[src/rtl/tick_stopwatch_pkg.sv]
// Shared types, constants and BCD helpers for the tick-driven MM:SS stopwatch.
package tick_stopwatch_pkg;

    typedef logic [3:0] bcd_digit;

    localparam bcd_digit BCD_MAX_ONES = 4'd9;
    localparam bcd_digit SEC_TENS_MAX = 4'd5;

    localparam logic SEL_SEC = 1'b0;
    localparam logic SEL_MIN = 1'b1;

    typedef enum logic [1:0] {
        MODE_HOLD,
        MODE_CLEAR,
        MODE_ADJUST,
        MODE_RUN
    } mode_t;

    typedef enum logic {
        ST_PAUSED,
        ST_RUNNING
    } run_state_t;

    typedef struct packed {
        bcd_digit tens;
        bcd_digit ones;
    } bcd_pair_t;

    // The >= compare folds any out-of-range value back to zero, so a digit
    // can never escape its legal range.
    function automatic bcd_digit bcd_wrap_inc(bcd_digit d, bcd_digit max);
        return (d >= max) ? '0 : d + 4'd1;
    endfunction

    function automatic logic bcd_pair_at_max(bcd_pair_t p, bcd_digit tens_max);
        return (p.ones >= BCD_MAX_ONES) && (p.tens >= tens_max);
    endfunction

    function automatic bcd_pair_t bcd_pair_inc(bcd_pair_t p, bcd_digit tens_max);
        bcd_pair_t r;
        r.ones = bcd_wrap_inc(p.ones, BCD_MAX_ONES);
        r.tens = (p.ones >= BCD_MAX_ONES) ? bcd_wrap_inc(p.tens, tens_max) : p.tens;
        return r;
    endfunction

endpackage

[src/rtl/tick_stopwatch_sync.sv]
// Two-flop synchroniser plus rising-edge detector producing a one-cycle tick.
module tick_sync_edge (
    input  logic clk,
    input  logic rst,
    input  logic wave,
    output logic tick
);

    logic       sync_p0;
    logic       sync_p1;
    logic       hist_p2;
    logic [1:0] warm;

    // History stays at 1 until the sync chain has refilled after reset, so a
    // wave that is already high at release is never mistaken for an edge.
    always_ff @(posedge clk or posedge rst) begin
        if (rst) begin
            sync_p0 <= 1'b0;
            sync_p1 <= 1'b0;
            hist_p2 <= 1'b1;
            warm    <= 2'b00;
        end else begin
            sync_p0 <= wave;
            sync_p1 <= sync_p0;
            warm    <= {warm[0], 1'b1};
            if (warm[1]) begin
                hist_p2 <= sync_p1;
            end
        end
    end

    assign tick = sync_p1 & ~hist_p2;

endmodule

[src/rtl/tick_stopwatch.sv]
// MM:SS BCD stopwatch clocked by synchronised 1 Hz / 32 Hz divider outputs,
// with run/pause, clear and per-field adjust.
module tick_stopwatch
    import tick_stopwatch_pkg::*;
#(
    parameter int MAX_MIN_TENS = 5,
    parameter int ADJ_DIV      = 16
) (
    input  logic       clk,
    input  logic       rst,
    input  logic       one_hz_in,
    input  logic       fast_in,
    input  logic       pause_pulse,
    input  logic       clear,
    input  logic       adj_en,
    input  logic       sel,
    output logic [3:0] min_tens,
    output logic [3:0] min_ones,
    output logic [3:0] sec_tens,
    output logic [3:0] sec_ones,
    output logic       running,
    output logic       blink
);

    localparam int             PRE_W        = (ADJ_DIV > 1) ? $clog2(ADJ_DIV) : 1;
    localparam logic [PRE_W-1:0] PRE_LAST   = PRE_W'(ADJ_DIV - 1);
    localparam bcd_digit       MIN_TENS_MAX = bcd_digit'(MAX_MIN_TENS);

    logic             tick_1;
    logic             tick_fast;
    logic             adj_tick;
    logic [PRE_W-1:0] prescale;

    run_state_t run_state;
    run_state_t run_state_nxt;
    mode_t      mode;

    bcd_pair_t sec_cnt;
    bcd_pair_t min_cnt;
    bcd_pair_t sec_nxt;
    bcd_pair_t min_nxt;

    tick_sync_edge u_sync_1hz (
        .clk  (clk),
        .rst  (rst),
        .wave (one_hz_in),
        .tick (tick_1)
    );

    tick_sync_edge u_sync_fast (
        .clk  (clk),
        .rst  (rst),
        .wave (fast_in),
        .tick (tick_fast)
    );

    assign adj_tick = tick_fast && (prescale == PRE_LAST);

    always_ff @(posedge clk or posedge rst) begin
        if (rst) begin
            run_state <= ST_PAUSED;
        end else begin
            run_state <= run_state_nxt;
        end
    end

    // The count update below reads run_state, so a tick arriving with
    // pause_pulse still uses the pre-toggle running value.
    always_comb begin
        run_state_nxt = run_state;
        if (pause_pulse) begin
            run_state_nxt = (run_state == ST_RUNNING) ? ST_PAUSED : ST_RUNNING;
        end
    end

    assign running = (run_state == ST_RUNNING);

    always_comb begin
        mode = MODE_HOLD;
        if (clear) begin
            mode = MODE_CLEAR;
        end else if (adj_en) begin
            mode = MODE_ADJUST;
        end else if (running) begin
            mode = MODE_RUN;
        end
    end

    always_comb begin
        sec_nxt = sec_cnt;
        min_nxt = min_cnt;
        case (mode)
            MODE_CLEAR: begin
                sec_nxt = '0;
                min_nxt = '0;
            end
            MODE_ADJUST: begin
                if (adj_tick) begin
                    case (sel)
                        SEL_SEC: sec_nxt = bcd_pair_inc(sec_cnt, SEC_TENS_MAX);
                        SEL_MIN: min_nxt = bcd_pair_inc(min_cnt, MIN_TENS_MAX);
                        default: ;
                    endcase
                end
            end
            MODE_RUN: begin
                if (tick_1) begin
                    sec_nxt = bcd_pair_inc(sec_cnt, SEC_TENS_MAX);
                    if (bcd_pair_at_max(sec_cnt, SEC_TENS_MAX)) begin
                        min_nxt = bcd_pair_inc(min_cnt, MIN_TENS_MAX);
                    end
                end
            end
            default: ;
        endcase
    end

    always_ff @(posedge clk or posedge rst) begin
        if (rst) begin
            sec_cnt  <= '0;
            min_cnt  <= '0;
            prescale <= '0;
            blink    <= 1'b0;
        end else begin
            sec_cnt <= sec_nxt;
            min_cnt <= min_nxt;
            if (tick_fast) begin
                prescale <= (prescale == PRE_LAST) ? '0 : prescale + 1'b1;
            end
            blink <= adj_en ? (blink ^ adj_tick) : 1'b0;
        end
    end

    assign min_tens = min_cnt.tens;
    assign min_ones = min_cnt.ones;
    assign sec_tens = sec_cnt.tens;
    assign sec_ones = sec_cnt.ones;

endmodule
[config.mk]
export PLATFORM = sky130hd
export DESIGN_NAME = tick_stopwatch
export DESIGN_NICKNAME = d
export VERILOG_FILES = /design/src/rtl/tick_stopwatch_pkg.sv /design/src/rtl/tick_stopwatch_sync.sv /design/src/rtl/tick_stopwatch.sv
export SDC_FILE = /design/constraint.sdc
export NUM_CORES = 1
export LEC_CHECK = 0
export BUFFER_PORTS_ARGS = -buffer_cell sky130_fd_sc_hd__clkbuf_2
export CORE_ASPECT_RATIO = 1.2
export CORE_UTILIZATION = 49
export DETAILED_ROUTE_END_ITERATION = 7
export PLACE_DENSITY = 0.84
export SLEW_MARGIN = 40
export SYNTH_ARGS = -nofsm -noshare
export SYNTH_HDL_FRONTEND = slang
export SYNTH_HIERARCHICAL = 1
export SYNTH_SLANG_ARGS = --single-unit
export TNS_END_PERCENT = 5
[constraint.sdc]
create_clock -name clk -period 1.8 [get_ports clk]
set_input_delay 0.45 -clock clk [delete_from_list [all_inputs] [get_ports clk]]
set_output_delay 0.45 -clock clk [all_outputs]
set_load 0.005 [all_outputs]
==> flow_summary.ini <==
[critical_path]
crit_type = register to register
worstSetupStartpointType = register
cp-end-kind = register
startpoint = sec_ones[0]
critPathMaxFanout = 7
rr_worst_depth = 6
rr_startpoint = sec_ones[0]
cp.arrival_ns = 1.95
crit_required_ns = 2.01

[die]
start_util = 0.519
fp-row-count = 22
die_h_um = 64.8
die_w_um = 54.4
dieArea_um2 = 3530
coreArea_um2 = 3110
io_pins = 26

[synthesis]
syn_nets = 169
yosysWarningCount = 6
ys_seq_area_frac = 0.498
synthArstFlopShare = 1.00
ys.flop_type = dfrtp_1
synth_cells = 148
postSynthAreaPerCell_um2 = 10.9
synth_area_um2 = 1610
yosysUniqueCellTypes = 43
ys_ff_latch = 32
synth_enable_flop_cells = 0

[clocking]
cts_tree = built
cts_made_buffers = 5
cts_sinks = 32
clk_latency_ns = 0.32
cts_root_buf = clkbuf_4
cts_max_path_buffers = 2
htreeDepth = 2
path_clk_slew_ns = 0.09

[power]
leakage_nw = 1.01
finalPower_mw = 2.18
p_per_area_nw_per_um2 = 1080
vdd_drop_max_v = 0.000824

[detailed_routing]
viasPerCell = 5.36
firstDrtPassIters = 4
first_iter_violations = 24
wire_per_inst_um = 13.4
drtAntennaViolNets = 0
wl_um = 3100
drc = 0
vias = 1244

[run_status]
status = completed

[timing]
fin_tns_setup_ns = 0
max_freq_ghz = 0.576
final_hold_viol_count = 0
min_period_over_period = 0.965
finalCriticalPeriod_ns = 1.74
setup_viol = 0
report.final.slew_viol_count = 0
clock_skew_ns = 0.0112

[finish]
layout-drive-gt1-share = 0.342
areaGrowthSynthToFinish_pct = 24.4
num_antenna_cells = 0
nets = 217
num-fill-cells = 244

[global_routing]
groute.usage.overall = 0.189
grt_max_degree = 23
grt_pass1_wl_um = 4860
antenna_found_initial = 0
grt_pass1_vias = 1143
grt_overflow = 0

[hold_path]
hold_depth = 1
hold_class = input pin to register
hold_start = fast_in

[placement]
place.gp.congestion = 0.726
hpwl_um = 2250
port-buffer-count = 25

[flow_run]
maxCapViolations = 0
## sequential cells by signal, indices dropped and copies added, names as in the netlist, 2 cells and up
signal,cells
min_ones,4
min_tens,4
prescale,4
sec_ones,4
sec_tens,4
u_sync_1hz/warm,2
u_sync_fast/warm,2
## synthesized netlist by cell type (2+ instances only)
cell | count | area share
ha_1 | 13 | 0.10
xor2_1 | 2 | 0.011
o21ai_1 | 5 | 0.016
dfrtp_1 | 30 | 0.47
conb_1 | 2 | 0.0047
nand2_1 | 11 | 0.026
nand3_1 | 3 | 0.0093
nand2b_1 | 5 | 0.019
o21ai_0 | 9 | 0.028
inv_1 | 15 | 0.035
nor2b_1 | 4 | 0.016
mux2_4 | 2 | 0.019
mux2_2 | 4 | 0.028
nand4_1 | 4 | 0.016
a21o_1 | 2 | 0.0093
a21oi_1 | 3 | 0.0093
nor3b_1 | 2 | 0.0093
nor2_1 | 6 | 0.014
dfstp_2 | 2 | 0.033
## metal layers
metal	track usage	up-vias	part of all wire
met4	0.0481	0	0.014
met3	0.0563	6	0.038
li1	-	604	-
met1	0.225	602	0.42
met2	0.320	32	0.53
met5	0	-	0
## metrics by stage
| step | std cells | instance area [um2] | util | setup WS, ns | hold WS [ns] |
|---|---|---|---|---|---|
| 6_report | 232 | 2010 | 0.645 | 0.0632 | 0.243 |
| 5_1_grt | 232 | 2010 | 0.645 | -0.0205 | 0.220 |
| 4_1_cts | 229 | 1930 | 0.621 | 0.0165 | 0.223 |
| 3_5_place_dp | 221 | 1870 | 0.602 | -0.0636 | 0.340 |
| 3_3_place_gp | 221 | 1870 | 0.602 | 0.0192 | 0.337 |
| 2_1_floorplan | 148 | 1610 | - | 0.0155 | 0.228 |
## layout by cell type (no fill, tap or decap), drive strengths merged, types with 2 or more instances in the layout
master / n
clkbuf: 31
dfrtp: 30
inv: 15
buf: 15
o21ai: 14
ha: 13
nand2: 11
nor2: 6
nand2b: 6
mux2: 6
nor2b: 4
nand4: 4
nand3: 4
a21oi: 3
a21o: 2
nor3b: 2
xor2: 2
dfstp: 2
conb: 2
and2: 2
## area by class of cell
type	instances	area [um2]	area share
flip-flops and latches	32	803	0.400
multi-input cells	101	796	0.397
repair buffers	41	260	0.130
inverters	15	56.3	0.0281
well taps	36	45.0	0.0224
clock buffers	6	41.3	0.0206
clock inverters	1	5.00	0.00249
## critical path: stages (launching register included)
cell and delay [ns]:
dfrtp_1 0.40, ha_1 0.20, or3b_4 0.39, nand2_4 0.09
o21ai_4 0.09, nand3_4 0.13, mux2_2 0.33
## final timing paths
path | to | slack, ns
worst max-delay path | min_tens[0] | 0.06
worst min-delay path | u_sync_fast/sync_p0 | 0.24
worst max register to register | min_tens[0] | 0.06
worst min register to register | u_sync_1hz/sync_p1 | 0.36
max in group asynchronous | sec_ones[3] | 0.86
min in group asynchronous | u_sync_fast/sync_p0 | 0.56
## power breakdown
part	leakage [nW]	switching (mW)	internal [mW]
Sequential	0.405	0.156	0.860
Combinational	0.580	0.395	0.402
Clock	0.0281	0.222	0.144
## what timing repair did
action                                  CTS  global route
cloned                                    0             0
endpoints found under the setup margin    3             6
setup buffers                             0             3
hold buffers                              1             0
gates resized for setup                   1             9
hold endpoints to repair                  8             0
pin swaps                                 0             1
## cell families (layout without fill, tap and decap cells)
kind of cell / count (synthesis) / count (layout) / synth area share
compound gates: 30 / 30 / 0.124
xor+xnor: 3 / 3 / 0.0163
fa+ha+maj: 13 / 13 / 0.101
buf+inv: 15 / 63 / 0.0349
flops: 32 / 32 / 0.498
mux: 7 / 7 / 0.0528
other cells: 2 / 2 / 0.00466
simple gates: 46 / 46 / 0.168
Note: power is estimated with default switching activity, not from simulation.
